## src/rtl/snake_game_seq.sv

```systemverilog
// Snake game sequencer: start/countdown/run/pause/death/game-over FSM with lives and speed levels.
// Optional pause support is compiled in when SNAKE_PAUSE_EN is defined.
module snake_game_seq #(
    parameter int LIVES            = 3,
    parameter int DIV_START        = 10,
    parameter int DIV_STEP         = 1,
    parameter int DIV_MIN          = 3,
    parameter int APPLES_PER_LEVEL = 4,
    parameter int MAX_LEVEL        = 7,
    parameter int READY_TICKS      = 8,
    parameter int DIE_TICKS        = 10
) (
    input  logic       clk_pix,
    input  logic       reset,
    input  logic       base_tick,
    input  logic       start_btn,
    input  logic       pause_btn,
    input  logic       eat_evt,
    input  logic       self_hit,
    input  logic       wall_hit,
    output logic       step,
    output logic       soft_reset,
    output logic [2:0] state,
    output logic [3:0] lives,
    output logic [3:0] level,
    output logic       blink,
    output logic       game_over
);

    localparam int TICK_MAX = (READY_TICKS > DIE_TICKS) ? READY_TICKS : DIE_TICKS;
    localparam int TW       = $clog2(TICK_MAX + 1);

    typedef enum logic [2:0] {
        ST_IDLE  = 3'd0,
        ST_READY = 3'd1,
        ST_RUN   = 3'd2,
        ST_PAUSE = 3'd3,
        ST_DYING = 3'd4,
        ST_OVER  = 3'd5
    } state_e;

    state_e          state_q, state_d;
    logic [3:0]      lives_q, lives_d;
    logic [3:0]      level_q, level_d;
    logic [7:0]      apples_q, apples_d;
    logic [8:0]      div_q, div_d;
    logic [8:0]      period_q, period_d;
    logic [TW-1:0]   tick_q, tick_d;
    logic            blink_q, blink_d;
    logic            step_q, step_d;
    logic            soft_reset_q, soft_reset_d;

    logic            hit;
    logic            pause_req;
    logic [8:0]      div_inc;
    logic [7:0]      apples_inc;
    logic [TW-1:0]   tick_inc;

    // Step period for a level, clamped to DIV_MIN instead of underflowing.
    function automatic logic [8:0] calc_period(input logic [3:0] lvl);
        logic [12:0] dec;
        dec = 13'(lvl) * 13'(DIV_STEP);
        if (dec >= 13'(DIV_START - DIV_MIN)) begin
            return 9'(DIV_MIN);
        end
        return 9'(DIV_START) - dec[8:0];
    endfunction

    assign hit        = self_hit | wall_hit;
    assign div_inc    = div_q + 9'd1;
    assign apples_inc = apples_q + 8'd1;
    assign tick_inc   = tick_q + TW'(1);

`ifdef SNAKE_PAUSE_EN
    assign pause_req = pause_btn;
`else
    logic unused_pause;
    assign pause_req    = 1'b0;
    assign unused_pause = pause_btn;
`endif

    // State register
    always_ff @(posedge clk_pix) begin
        // NOTE: non-blocking assignments keep every register sampling pre-edge values.
        if (reset) begin
            state_q      <= ST_IDLE;
            lives_q      <= 4'(LIVES);
            level_q      <= 4'd0;
            apples_q     <= 8'd0;
            div_q        <= 9'd0;
            period_q     <= 9'(DIV_START);
            tick_q       <= '0;
            blink_q      <= 1'b0;
            step_q       <= 1'b0;
            soft_reset_q <= 1'b0;
        end else begin
            state_q      <= state_d;
            lives_q      <= lives_d;
            level_q      <= level_d;
            apples_q     <= apples_d;
            div_q        <= div_d;
            period_q     <= period_d;
            tick_q       <= tick_d;
            blink_q      <= blink_d;
            step_q       <= step_d;
            soft_reset_q <= soft_reset_d;
        end
    end

    // Next-state logic
    always_comb begin
        // NOTE: every variable gets a default first so no path infers a latch.
        state_d      = state_q;
        lives_d      = lives_q;
        level_d      = level_q;
        apples_d     = apples_q;
        div_d        = div_q;
        period_d     = period_q;
        tick_d       = tick_q;
        blink_d      = blink_q;
        step_d       = 1'b0;
        soft_reset_d = 1'b0;

        case (state_q)
            ST_IDLE, ST_OVER: begin
                if (start_btn) begin
                    state_d      = ST_READY;
                    lives_d      = 4'(LIVES);
                    level_d      = 4'd0;
                    apples_d     = 8'd0;
                    tick_d       = '0;
                    blink_d      = 1'b0;
                    soft_reset_d = 1'b1;
                end
            end

            ST_READY: begin
                if (base_tick) begin
                    if (tick_inc == TW'(READY_TICKS)) begin
                        state_d  = ST_RUN;
                        tick_d   = '0;
                        blink_d  = 1'b0;
                        div_d    = 9'd0;
                        period_d = calc_period(level_q);
                    end else begin
                        tick_d  = tick_inc;
                        blink_d = ~blink_q;
                    end
                end
            end

            ST_RUN: begin
                if (hit) begin
                    state_d = ST_DYING;
                    lives_d = (lives_q == 4'd0) ? 4'd0 : lives_q - 4'd1;
                    tick_d  = '0;
                    blink_d = 1'b0;
                end else if (pause_req) begin
                    state_d = ST_PAUSE;
                end else begin
                    if (eat_evt) begin
                        if (apples_inc == 8'(APPLES_PER_LEVEL)) begin
                            apples_d = 8'd0;
                            if (level_q != 4'(MAX_LEVEL)) begin
                                level_d = level_q + 4'd1;
                            end
                        end else begin
                            apples_d = apples_inc;
                        end
                    end
                    // The period is latched at each step so a level-up only affects the next one.
                    if (base_tick) begin
                        if (div_inc >= period_q) begin
                            step_d   = 1'b1;
                            div_d    = 9'd0;
                            period_d = calc_period(level_d);
                        end else begin
                            div_d = div_inc;
                        end
                    end
                end
            end

`ifdef SNAKE_PAUSE_EN
            ST_PAUSE: begin
                if (pause_btn || start_btn) begin
                    state_d = ST_RUN;
                end
            end
`endif

            ST_DYING: begin
                if (base_tick) begin
                    if (tick_inc == TW'(DIE_TICKS)) begin
                        tick_d  = '0;
                        blink_d = 1'b0;
                        if (lives_q == 4'd0) begin
                            state_d = ST_OVER;
                        end else begin
                            state_d      = ST_READY;
                            soft_reset_d = 1'b1;
                        end
                    end else begin
                        tick_d  = tick_inc;
                        blink_d = ~blink_q;
                    end
                end
            end

            default: begin
                state_d = ST_IDLE;
                tick_d  = '0;
                blink_d = 1'b0;
            end
        endcase
    end

    // Output logic
    always_comb begin
        state      = state_q;
        lives      = lives_q;
        level      = level_q;
        blink      = blink_q;
        step       = step_q;
        soft_reset = soft_reset_q;
        game_over  = (state_q == ST_OVER);
    end

endmodule

```

## config.mk

```make
export PLATFORM = sky130hd
export DESIGN_NAME = snake_game_seq
export DESIGN_NICKNAME = d
export VERILOG_FILES = /design/src/rtl/snake_game_seq.sv
export SDC_FILE = /design/constraint.sdc
export NUM_CORES = 1
export LEC_CHECK = 0
export CORE_ASPECT_RATIO = 0.5
export CORE_MARGIN = 2
export CORE_UTILIZATION = 37
export CTS_CLUSTER_SIZE = 20
export DETAILED_ROUTE_END_ITERATION = 16
export MAX_ROUTING_LAYER = met4
export PLACE_DENSITY_LB_ADDON = 0.3
export SLEW_MARGIN = 10
export SYNTH_ARGS = -nofsm -noshare
export SYNTH_HDL_FRONTEND = slang
export SYNTH_SLANG_ARGS = --single-unit
```

## constraint.sdc

```tcl
create_clock -name clk_pix -period 3.55 [get_ports clk_pix]
set_input_delay 0.355 -clock clk_pix [delete_from_list [all_inputs] [get_ports clk_pix]]
set_output_delay 0.355 -clock clk_pix [all_outputs]
set_load 0.005 [all_outputs]
```

==> results of run 1 <==
==> synthesized netlist by cell type, types with 2 or more instances <==
master / count
nor2_1: 47
mux2i_1: 4
nand2b_1: 3
or3b_1: 2
clkbuf_1: 6
or3_1: 2
a22oi_1: 4
xnor2_1: 2
and2_1: 6
nand4_1: 3
a211o_1: 2
nor3b_1: 7
o21ai_0: 17
a21oi_1: 28
xor2_1: 3
nor3_1: 14
a31oi_1: 7
dfxtp_1: 40
and3_1: 3
nor4bb_1: 2
o211ai_1: 2
o21ai_2: 2
nand3_1: 12
ha_1: 15
o21ai_1: 2
nand2_1: 33
o21bai_1: 3
inv_1: 11
a21o_1: 3
a21bo_2: 2
or2_2: 8
a211oi_2: 2
buf_2: 3
nor2b_1: 4
nor3_4: 2
nand3b_1: 3
==> metrics by stage <==
| stage | worst slack (ns) | instances | utilization |
|---|---|---|---|
| after detailed placement | 0.308 | 439 | 0.431 |
| after global placement | 0.388 | 439 | 0.431 |
| final | 0.292 | 448 | 0.456 |
| after global routing | 0.0165 | 448 | 0.456 |
| after floorplan | 0.612 | 333 | - |
| after CTS | 0.275 | 447 | 0.455 |
==> metal layers <==
layer | GRT usage | vias up | wire, um
li1 | - | 1248 | -
met1 | 0.228 | 1167 | 3070
met2 | 0.295 | 42 | 2960
met3 | 0.0299 | 9 | 143
met4 | 0.0690 | 0 | 85
met5 | - | - | 0
==> critical path: cells and delay by family, from the launching register on <==
family                   cells  cell delay [ns]
AND/OR/NAND/NOR              7             1.19
AO/OA/AOI/OAI                4             0.96
adder cells (fa/ha/maj)      2             0.51
flip-flops                   1             0.41
buffers and inverters        1             0.08
==> flip-flops by register name, summed over array words and instances (netlist names), 3 cells and up <==
signal / flops
div_q: 9
apples_q: 8
period_q: 5
level: 4
lives: 4
tick_q: 4
state: 3
==> how the worst max path moves through the flow <==
stage	from	end	slack, ns	depth (start not counted)
final	div_q[0]	period_q[1]	0.29	14
after floorplan	div_q[0]	period_q[1]	0.61	12
after CTS	div_q[0]	div_q[7]	0.27	15
after global routing	div_q[0]	period_q[1]	0.02	14
after global placement	div_q[0]	period_q[1]	0.39	12
after detailed placement	div_q[0]	div_q[7]	0.31	15
==> area by class of cell <==
cell class / instances / area (um^2) / share of cell area
Inverter: 12 / 45.0 / 0.0147
Multi-Input combinational cell: 272 / 1710 / 0.558
Clock inverter: 2 / 35.0 / 0.0114
Tap cell: 92 / 115 / 0.0375
Sequential cell: 40 / 801 / 0.261
Timing Repair Buffer: 24 / 233 / 0.0758
Clock buffer: 6 / 129 / 0.0420
==> power groups by stage <==
stage               clock network (mW)  registers (mW)  logic, mW
finish                           0.515           0.464     0.0906
global route                     0.551           0.465      0.101
CTS                              0.526           0.464     0.0899
detailed placement                   0           0.474     0.0894
global placement                     0           0.474     0.0878
floorplan                            0           0.473     0.0538
==> cells by family (layout without fill, tap and decap cells) <==
kind of cell	Yosys count	count (layout)	share of synthesized area
AO/OA/AOI/OAI	88	88	0.232
XOR/XNOR	5	5	0.0169
multiplexers	5	5	0.0198
buffers and inverters	21	44	0.0318
adder cells (fa/ha/maj)	15	15	0.0723
flip-flops	40	40	0.308
AND/OR/NAND/NOR	159	159	0.319
==> repair_timing <==
item                                    CTS  global route
endpoints found under the setup margin    0             2
buffers inserted                          0             1
hold buffers                              0             0
==> results.md, run 1 <==
* Post-cts sizing count at 0
* EDFF count, synth at 0
* DIE WIDTH at 122 um
* Critical Path Source Type: flip-flop
* Req. time, crit path at 3.72 ns
* Slowest-stage cell, CP: dfxtp_1
* Seq pwr share at 0.434
* Drt drc at 0
* R2r setup slk at 0.29 ns
* Core Area at 6730 um^2
* Layout cells sized above 1 at 0.0983
* Root buf cell: clkbuf_16
* Post-DR vias/cell at 5.50
* Post-layout nets at 378
* Hold Crit Start: period_q[3]
* Clock sink count at 40
* P_sw at ~0.25 mW
* WHS Path Cells at 1
* Setup CP Type: flip-flop to flip-flop
* Initial antenna violation count at 0
* Final hold slack at approximately 0.48 ns
* Finished Cell Area at 3070 um^2
* Clock share of power at 0.481
* Initial core utilization at 0.386
* Relative max-transition margin at 0.519
* Max-cap violations at 0
* Synth top area cells: dfxtp_1, ha_1, nor2_1
* GP Congestion at approximately 0.85
* Final setup viols at 0
* Total wire length at between 6 and 7 mm
* Synth cell types at 60
* Switching Share at 0.231
* Max IR drop VDD at about 0.00020 V
* GR Overflow Total at 0
* Commonest non-fill, non-tap cell in the layout: nor2_1
* CTS clock-pin slew for the worst setup and hold paths at 0.06 ns
* Syn Nets at 356
* Total power at 1.07 mW
* Commonest non-fill, non-tap cells in the layout: nor2_1, dfxtp_1, nand2_1, a21oi_1, clkdlybuf4s50_1
* Syn Inst Count at approximately 330
* Yosys reg bits at 40
* CP max FO at 8
* Final min period at around 3.3 ns
* WP data arrival at approximately 3.4 ns
* # rows at 21
* Top_reg_cell synth: dfxtp_1
* Sequential-to-total area share from yosys stat at 0.308
* H-Tree Depth at 2
* CTS buffer count at 5
* HP Class: flip-flop to flip-flop
* Ys async rst share at 0
* Logic pwr share at 0.085
* Crit share post-route at 0.918
* Die H at between 60 and 70 um
* Max incr delay on CP at 0.41 ns
* Antenna viol nets, final at 0
* Synth warn at 0
* Synthesized area at around 2600 um^2
* Fmax at 307 MHz
* GR Util All Layers at 0.182
* Post-synth top area cell: dfxtp_1
* CP Capture Type: flip-flop
* R2r startpoint: div_q[0]
* Fill cell count at 696
* PwrDens at 349 nW/um^2
* Largest net degree at the start of global routing at 32
* Via Count at 2466
* Router iterations before antenna repair at 5
* Pins over their slew limit at 0
* Die area at 7740 um^2
* DRT iter0 DRCs at 286
* Worst skew pair latency at 0.29 ns
* RSZ-0062 raised after global routing: no
* Outcome: finished, final reports clean
* Placed Area at 2900 um^2
* CTS tree: done
* Internal power at 0.823 mW
* Hold Path Sink: period_q[3]
* First-pass GRT wire length at roughly 11 mm
* Slew @ Worst Pin at 0.721 ns
* Reg2Reg Depth at 14
* Detailed placement HPWL at 4.47 mm
* Mean Syn Cell Area at 7.80 um^2
* Setup Skew at between 0.004 and 0.005 ns
* Wire length per cell at 14.0 um
* Share of the synthesized area in the top cell type at 0.308
* Hold Violations, Final at 0
* Crit path cell chain: ha_1 -> nand3_1 -> inv_1 -> nand3_1 -> and2_1 -> or2_2 -> ha_1 -> nand4_1 -> nor2_1 -> a221oi_1 -> o21ai_2 -> nor2_2 -> a31oi_1 -> a221o_1
* Vias in the first global route at 2378
* Leakage at 1.19 nW
* CTS Buffer Depth at 2
* Diodes inserted at 0
* Top Ports at 23
* PortBufs at 21
* Area growth, synth to finish at 18.3%
* Setup TNS at 0 ns
* Reg2reg end: period_q[1]
Power figures use the tool's default switching activity.
==> inputs of run 2 (changes only) <==
CORE_UTILIZATION = 25   (was 37)
CTS_BUF_LIST = sky130_fd_sc_hd__clkbuf_8   (was unset)
REMOVE_ABC_BUFFERS = 1   (was unset)
==> results.md, run 2 (same netlist as run 1, synthesis figures left out) <==
* DIE WIDTH at 148 um
* GR Layer Usage met1 at 0.150
* Via Count at 2358
* Commonest non-fill, non-tap cells in the layout: nor2_1, dfxtp_1, nand2_1, a21oi_1, clkdlybuf4s50_1
* CTS tree: done
* Setup CP Type: flip-flop to flip-flop
* WP data arrival at 3.39 ns
* Top Ports at 23
* Drt drc at 0
* Max IR drop VDD at 0.000107 V
* First-pass GRT wire length at 10.7 mm
* GR Overflow Total at 0
* Hold Violations, Final at 0
* CTS Buffer Depth at 2
* Vias in the first global route at between 2k and 2.5k
* Fmax at 312 MHz
* Req. time, crit path at 3.74 ns
* Largest Register: div_q
* Post-layout nets at between 300 and 400
* Core Util, Final at 0.304
* Largest net degree at the start of global routing at 32
* Final setup viols at 0
* GR Util All Layers at 0.118
* Fill cell count at 1108
* Die area at ~11000 um^2
* CP max FO at 8
* Largest registers: div_q (9), apples_q (8), period_q (5)
* H-Tree Depth at 2
* # rows at 26
* Leakage at 1.17 nW
* Hold buffer count at CTS at 0
* Slew @ Worst Pin at 0.765 ns
* Met3 GRT Util at 0.0293
* FF/Latch Area at 801 um^2
* Outcome: finished, final reports clean
* Hold Path Sink: period_q[2]
* Crit path cell chain: ha_1 -> nand3_1 -> and2_1 -> or2_2 -> ha_1 -> a21o_1 -> a21o_1 -> a221oi_1 -> o21ai_2 -> nor2_2 -> a31oi_1 -> a221o_1
* WHS Path Cells at 2
* PortBufs at 21
* Final hold slack at 0.482 ns
* Diodes inserted at 0
* Post-cts sizing count at 0
* Max reg flops at 9
* Layout cells sized above 1 at 0.0986
* Setup TNS at 0 ns
* Core Area at 10100 um^2
* Antenna viol nets, final at 0
* Detailed placement HPWL at 4.35 mm
* Crit share post-route at 0.903
* Hold Crit Start: period_q[2]
* CTS clock-pin slew for the worst setup and hold paths at 0.08 ns
* DRT iter0 DRCs at 100
* Max incr delay on CP at 0.41 ns
* Max-cap violations at 0
* Most Crowded Layer GR: met2
* Initial core utilization at 0.256
* R2r setup slk at 0.34 ns
* GP Congestion at 0.766
* Slowest-stage cell, CP: dfxtp_1
* Met2 Track Usage GR at 0.190
* Final min period at 3.21 ns
* HP Class: flip-flop to flip-flop
* Reg2Reg Depth at 12
* PwrDens at 316 nW/um^2
* Commonest non-fill, non-tap cell in the layout: nor2_1
* Clock sink count at 40
* Multi-input logic area at 1710 um^2
* CP Capture Type: flip-flop
* CTS buffer count at 5
* Root buf cell: clkbuf_8
* RSZ-0062 raised after global routing: no
* Worst skew pair latency at 0.30 ns
* Post-CTS Setup Inserts at 0
* Pins over their slew limit at 0
* Critical Path Source Type: flip-flop
* Total wire length at 6.06 mm
* Area growth, synth to finish at 18.8%
* Relative max-transition margin at 0.490
* Total power at 0.976 mW
* R2r startpoint: div_q[0]
* Router iterations before antenna repair at 4
* Wire length per cell at 12.2 um
* Die H at 76.1 um
* Initial antenna violation count at 0
* Reg2reg end: period_q[1]
* Post-DR vias/cell at 4.76
* Setup Skew at 0.00802 ns
-- run 2: stage by stage --
stage,setup slack [ns],cells,area (um^2)
after global placement,0.369,487,2960
after global routing,0.0113,495,3090
after floorplan,0.612,324,2560
final,0.345,495,3090
after detailed placement,0.315,487,2960
after CTS,0.307,495,3090
-- run 2: power breakdown --
group          switching [mW]  internal [mW]  total, mW  leakage [nW]
Sequential            0.00932          0.454      0.464         0.323
Clock                   0.175          0.249      0.423        0.0645
Combinational          0.0518         0.0373     0.0890         0.779
Total                   0.236          0.740      0.976          1.17
-- run 2: routing by layer --
layer  wire [um]  part of all wire  vias up
li1            -                 -     1243
met1        3150              0.52     1093
met2        2710              0.45       17
met4          45            0.0074        0
met5           0                 0        -
met3         157             0.026        5
-- run 2: worst max-delay path by stage --
stage / start / to / slack (ns) / depth (start not counted)
floorplan: div_q[0] / period_q[1] / 0.61 / 12
global placement: div_q[0] / period_q[1] / 0.37 / 12
detailed placement: div_q[0] / period_q[1] / 0.31 / 12
CTS: div_q[0] / period_q[1] / 0.31 / 12
global route: div_q[0] / period_q[1] / 0.01 / 14
finish: div_q[0] / period_q[1] / 0.34 / 12
-- run 2: layout make-up --
type	instances	area share
multi-input cells	272	0.555
flip-flops and latches	40	0.260
repair buffers	23	0.0730
well taps	140	0.0568
clock buffers	7	0.0312
inverters	12	0.0146
clock inverters	1	0.00973
-- run 2: worst max-delay path: cells and delay by family, from the launching register on --
family	cells	cell delay, ns
simple gates	4	0.88
fa+ha+maj	2	0.50
compound gates	6	1.31
flops	1	0.41
